==> src/rtl/seg_pkg.sv <==
// Shared 7-segment definitions: active-low digit patterns, blank, decoder and reader state encoding.
package seg_pkg;

  typedef enum logic {IDLE = 1'b0, TRACK = 1'b1} state_t;

  typedef struct packed {
    logic       ok;
    logic [3:0] value;
  } dec_t;

  localparam logic [6:0] SEG_BLANK = 7'b1111111;
  localparam logic [6:0] SEG_0 = 7'b1000000;
  localparam logic [6:0] SEG_1 = 7'b1111001;
  localparam logic [6:0] SEG_2 = 7'b0100100;
  localparam logic [6:0] SEG_3 = 7'b0110000;
  localparam logic [6:0] SEG_4 = 7'b0011001;
  localparam logic [6:0] SEG_5 = 7'b0010010;
  localparam logic [6:0] SEG_6 = 7'b0000010;
  localparam logic [6:0] SEG_7 = 7'b1111000;
  localparam logic [6:0] SEG_8 = 7'b0000000;
  localparam logic [6:0] SEG_9 = 7'b0011000;
  localparam logic [6:0] SEG_A = 7'b0001000;
  localparam logic [6:0] SEG_B = 7'b0000011;
  localparam logic [6:0] SEG_C = 7'b1000110;
  localparam logic [6:0] SEG_D = 7'b0100001;
  localparam logic [6:0] SEG_E = 7'b0000110;
  localparam logic [6:0] SEG_F = 7'b0001110;

  function automatic dec_t seg_decode(input logic [6:0] pat);
    dec_t d;
    d.ok    = 1'b1;
    d.value = 4'h0;
    case (pat)
      SEG_0: d.value = 4'h0;
      SEG_1: d.value = 4'h1;
      SEG_2: d.value = 4'h2;
      SEG_3: d.value = 4'h3;
      SEG_4: d.value = 4'h4;
      SEG_5: d.value = 4'h5;
      SEG_6: d.value = 4'h6;
      SEG_7: d.value = 4'h7;
      SEG_8: d.value = 4'h8;
      SEG_9: d.value = 4'h9;
      SEG_A: d.value = 4'hA;
      SEG_B: d.value = 4'hB;
      SEG_C: d.value = 4'hC;
      SEG_D: d.value = 4'hD;
      SEG_E: d.value = 4'hE;
      SEG_F: d.value = 4'hF;
      default: d.ok = 1'b0;
    endcase
    return d;
  endfunction

endpackage

==> src/rtl/seg_sync_stable.sv <==
// Two-flop synchronizer followed by a run-length stability filter; strobes accept
// once per stable run whose pattern differs from the last accepted one.
module seg_sync_stable
  import seg_pkg::*;
#(
  parameter int STABLE_CYCLES = 4
) (
  input  logic       CLOCK_50,
  input  logic       resetn,
  input  logic [6:0] seg_in,
  output logic       accept,
  output logic [6:0] pattern
);

  localparam logic [7:0] RUN_MAX  = 8'(STABLE_CYCLES);
  localparam logic [7:0] RUN_FIRE = 8'(STABLE_CYCLES - 1);

  logic [6:0] seg_p0, seg_p1, hold_p2;
  logic [7:0] run_cnt;

  always_ff @(posedge CLOCK_50 or negedge resetn) begin
    if (!resetn) begin
      seg_p0  <= SEG_BLANK;
      seg_p1  <= SEG_BLANK;
      hold_p2 <= SEG_BLANK;
      run_cnt <= 8'd0;
      accept  <= 1'b0;
      pattern <= SEG_BLANK;
    end else begin
      // stage p0/p1: metastability guard
      seg_p0 <= seg_in;
      seg_p1 <= seg_p0;
      accept <= 1'b0;
      // stage p2: run-length count; saturates so a held pattern fires only once
      if (seg_p1 != hold_p2) begin
        hold_p2 <= seg_p1;
        run_cnt <= 8'd1;
      end else if (run_cnt < RUN_MAX) begin
        run_cnt <= run_cnt + 8'd1;
        if (run_cnt == RUN_FIRE && seg_p1 != pattern) begin
          accept  <= 1'b1;
          pattern <= seg_p1;
        end
      end
    end
  end

endmodule

==> src/rtl/hex_reader.sv <==
// Reads digits from an external active-low 7-segment driver, reporting each new digit,
// illegal patterns, decade-sequence breaks and the cycle period between digits.
module hex_reader
  import seg_pkg::*;
#(
  parameter int STABLE_CYCLES = 4,
  parameter int PERIOD_W      = 32
) (
  input  logic                CLOCK_50,
  input  logic                resetn,
  input  logic [6:0]          seg_in,
  output logic [3:0]          digit,
  output logic                digit_valid,
  output logic                bad_pattern,
  output logic                seq_err,
  output logic [PERIOD_W-1:0] period,
  output logic                period_valid
);

  logic                accept;
  logic [6:0]          pattern;
  dec_t                dec;
  state_t              state;
  logic [PERIOD_W-1:0] per_cnt;

  function automatic logic [PERIOD_W-1:0] sat_inc(input logic [PERIOD_W-1:0] v);
    return (&v) ? v : v + PERIOD_W'(1);
  endfunction

  function automatic logic [3:0] decade_next(input logic [3:0] d);
    return (d >= 4'd9) ? 4'd0 : d + 4'd1;
  endfunction

  seg_sync_stable #(.STABLE_CYCLES(STABLE_CYCLES)) u_filter (
    .CLOCK_50 (CLOCK_50),
    .resetn   (resetn),
    .seg_in   (seg_in),
    .accept   (accept),
    .pattern  (pattern)
  );

  assign dec = seg_decode(pattern);

  always_ff @(posedge CLOCK_50 or negedge resetn) begin
    if (!resetn) begin
      state        <= IDLE;
      per_cnt      <= '0;
      digit        <= 4'd0;
      period       <= '0;
      digit_valid  <= 1'b0;
      period_valid <= 1'b0;
      seq_err      <= 1'b0;
      bad_pattern  <= 1'b0;
    end else begin
      // stage p3: classify the accepted pattern and update digit/period
      digit_valid  <= 1'b0;
      period_valid <= 1'b0;
      seq_err      <= 1'b0;
      bad_pattern  <= 1'b0;
      if (state == TRACK) per_cnt <= sat_inc(per_cnt);
      if (accept && pattern != SEG_BLANK) begin
        if (dec.ok) begin
          digit       <= dec.value;
          digit_valid <= 1'b1;
          per_cnt     <= PERIOD_W'(1);
          if (state == IDLE) begin
            state <= TRACK;
          end else begin
            period       <= per_cnt;
            period_valid <= 1'b1;
            seq_err      <= (dec.value != decade_next(digit));
          end
        end else begin
          bad_pattern <= 1'b1;
        end
      end
    end
  end

endmodule

==> config.mk <==
export PLATFORM = sky130hd
export DESIGN_NAME = hex_reader
export DESIGN_NICKNAME = d
export VERILOG_FILES = /design/src/rtl/seg_pkg.sv /design/src/rtl/seg_sync_stable.sv /design/src/rtl/hex_reader.sv
export SDC_FILE = /design/constraint.sdc
export NUM_CORES = 1
export LEC_CHECK = 0
export ABC_AREA = 1
export ABC_CLOCK_PERIOD_IN_PS = 2400
export BUFFER_PORTS_ARGS = -buffer_cell sky130_fd_sc_hd__buf_2
export CAP_MARGIN = 10
export CORE_ASPECT_RATIO = 1.4
export CORE_MARGIN = 5
export CORE_UTILIZATION = 30
export CTS_CLUSTER_DIAMETER = 120
export DETAILED_ROUTE_END_ITERATION = 12
export PLACE_DENSITY_LB_ADDON = 0.1
export SYNTH_ARGS = -nofsm -noshare
export SYNTH_HDL_FRONTEND = slang
export SYNTH_SLANG_ARGS = --single-unit
==> constraint.sdc <==
create_clock -name CLOCK_50 -period 2.4 [get_ports CLOCK_50]
set_input_delay 0.12 -clock CLOCK_50 [delete_from_list [all_inputs] [get_ports CLOCK_50]]
set_output_delay 0.12 -clock CLOCK_50 [all_outputs]
set_load 0.02 [all_outputs]
==> run_results.csv <==
group,metric,value,unit
placed_design,place_hpwl,10.7,mm
clock_tree,clock-sinks,110,
layout,area_growth_syn_to_layout,15.9,%
synthesis,synthXorXnorAreaFrac,3.59,%
layout,antenna_cells,0,
grt,grt_pass1_vias,4927,
grt,grt_max_degree,51,
grt,globalRoute.totalOverflow,0,
critical_path,cp_top_family,"flip-flops",
run,maxCapViolCount,0,
run_status,status,"finished, final reports clean",
synthesis,synth_top_family_by_area,"simple AND/OR/NAND/NOR gates",
synthesis,synth_fp_nets,722,
grt,grtUsageTotal,14.5,%
synthesis,synth.distinct_cells,34,
layout,multi_input_area,2420,um^2
route,wl_per_cell,14.5,um
timing,grt_setup_unrepaired,"no",
synthesis,ys_seq_area_share,49.7,%
critical_path,crit_chain,"nand2_2 > nor2_2 > inv_1 > o31ai_2 > inv_2 > nand2_4 > buf_4 > nand2_1 > a21oi_1",
grt,antenna_found_initial,0,
grt,grt_pass1_wl,25.1,mm
timing,fin_crit_sh,89.2,%
floorplan,core-area,18500,um^2
floorplan,die_h,172,um
critical_path,critPathArrivalTime,2.42,ns
placed_design,placed_area,6110,um^2
critical_path,cp_max_fo,18,
timing,setup_tns,0,ns
synthesis,synth.ff_latch_count,110,
layout,nets,778,
route,wl,14.7,mm
floorplan,fp.dieW,126,um
critical_path,path_class,"reg -> reg",
timing,clock_skew,0.0123,ns
synthesis,synthCells,708,
floorplan,ioPinCount,49,
placed_design,port_buffers,48,
synthesis,synth_compound_area_share,3.28,%
synthesis,ys_top_cells_by_count,"nand2_1, nor2_1, dfrtp_1",
worst_hold_path,hold_class,"in -> async",
critical_path,worstPathRequired,2.67,ns
layout,stdcell_area,6500,um^2
timing,tightest_slew,0.570,ns
synthesis,netlist_area,5610,um^2
synthesis,async_reset_ff_share,100,%
synthesis,yosys.area.top_type,"dfrtp_1",
placed_design,gp_congestion,0.858,
clock_tree,cts_tree,"built",
route,detail-route-antenna-nets,0,
critical_path,path_buf_inv,3,
timing,final_hold_viol_count,0,
clock_tree,cts_htree_levels,3,
route,drc,0,
route,first_pass_iters,4,
critical_path,slowest_delay,0.62,ns
critical_path,cp_slowest_cell,"dfstp_2",
synthesis,yosysWarnings,0,
synthesis,synthSimpleGateAreaFrac,35.1,%
layout,seq_area,2790,um^2
critical_path,r2r_slack,0.26,ns
clock_tree,cts_buffers,9,
floorplan,die-area,21600,um^2
route,num_vias,4668,
critical_path,critPathLaunchType,"flip-flop",
synthesis,synth_top_area_share,36.6,%
clock_tree,clk_pin_slew,0.07,ns
synthesis,yosysMostFrequentCell,"nand2_1",
synthesis,synth_edf_count,0,
floorplan,initial_utilization,30.3,%
clock_tree,clockBufferDepth,2,
timing,slew_viol_final,0,
pwr,vdd.ir_drop.worst,0.000319,V
floorplan,rows,59,
clock_tree,cts-root-buf,"clkbuf_16",
synthesis,synth-main-ff-cell,"dfrtp_1",
critical_path,worstSetupEndpointType,"flip-flop",
pwr,leakagePower,3.11,nW
pwr,powerDensity,555,nW/um^2
clock_tree,clk_latency,0.36,ns
synthesis,netlist_top_cells_area,"dfrtp_1, nand2_1, dfstp_2",
pwr,finalPower,0.00361,W
synthesis,synthAdderAreaFrac,1.11,%
timing,slew_headroom,62.0,%
layout,final_cells,1013,
timing,fmax,0.467,GHz
layout,drive_gt1_share,18.2,%
route,vias_per_cell,4.61,
placed_design,post-place-cells,985,
route,drtIter0Drc,239,
synthesis,muxShareOfSynthArea,0,%
synthesis,syn_area_per_cell,7.93,um^2
critical_path,r2r-start,"u_filter.pattern[4]",
critical_path,reg2reg_depth,9,
timing,min_period,2.14,ns
timing,finalSetupViolCount,0,
critical_path,r2r-end,"per_cnt[16]",
layout,fillers,1960,
==> area by class of cell <==
class | count | share of cell area [%]
inverters | 63 | 3.64
flip-flops and latches | 110 | 42.9
well taps | 244 | 4.69
multi-input cells | 505 | 37.2
repair buffers | 75 | 7.35
clock inverters | 6 | 0.693
clock buffers | 10 | 3.52
==> worst register-to-register path, cell delays in order (launching register included) <==
cell and delay [ns]:
dfstp_2 0.62, nand2_2 0.08, nor2_2 0.16, inv_1 0.07, o31ai_2 0.31, inv_2 0.22
nand2_4 0.12, buf_4 0.25, nand2_1 0.09, a21oi_1 0.15
==> through the flow <==
step	hold WS [ns]	setup slack (ns)	util, %
after floorplan	-0.176	0.624	-
after global placement	0.169	0.153	33.0
after detailed placement	0.169	0.123	33.0
after CTS	0.325	0.109	34.9
after global routing	0.363	0.0282	35.1
final	0.313	0.258	35.1
==> how the worst max path moves through the flow <==
stage	from	to	cells past startpoint
final	u_filter.pattern[4]	per_cnt[16]	9
after global routing	per_cnt[0]	per_cnt[8]	10
after CTS	u_filter.pattern[1]	per_cnt[8]	11
after detailed placement	u_filter.pattern[1]	per_cnt[8]	11
after global placement	u_filter.pattern[2]	per_cnt[8]	11
after floorplan	u_filter.pattern[2]	period[24]	9
==> cells in the final DEF, fill, tap and decap left out, drive strengths merged, types with 2 or more instances in the layout <==
master / Yosys / layout
dlygate4sd3: 0 / 8
xor2: 6 / 6
o21bai: 2 / 2
nor2: 105 / 105
ha: 5 / 5
dfstp: 28 / 28
nor3b: 2 / 2
xnor2: 17 / 17
a21oi: 7 / 7
o21ai: 23 / 23
nand3: 41 / 41
dfrtp: 82 / 82
nand2: 228 / 228
or2: 3 / 3
buf: 17 / 67
nor3: 14 / 14
clkinvlp: 0 / 3
clkbuf: 13 / 10
inv: 63 / 65
nand4: 48 / 48
==> registers in the layout (all words and copies together), names as in the netlist, 4 cells and up <==
name,count
u_filter.pattern,7
u_filter.run_cnt,8
u_filter.seg_p0,7
u_filter.hold_p2,7
digit,4
per_cnt,32
period,32
u_filter.seg_p1,7
==> power breakdown <==
part | internal, W | total, W | switching [W]
Clock | 0.000711 | 0.00143 | 0.000715
Sequential | 0.00192 | 0.00198 | 0.0000583
Combinational | 0.0000830 | 0.000206 | 0.000123
==> timing repair <==
action	4_1_cts	5_1_grt
gates resized for setup	0	1
hold buffers	8	0
endpoints found under the hold margin	31	0
setup buffers	0	4
setup endpoints to repair	0	25
==> per-layer routing <==
metal,track usage (%),vias to the layer above,routed length [um],part of all wire (%)
met5,0,-,0,0
met4,6.46,0,380,2.6
met3,1.83,23,341,2.3
met2,26.4,64,7650,52
met1,17.0,2208,6360,43
li1,-,2373,-,-
==> logic make-up after synthesis <==
logic type	after synthesis
xor+xnor	23
compound gates	34
simple gates	443
buf+inv	93
flops	110
fa+ha+maj	5
No activity file was read; power rests on OpenSTA's default activity.
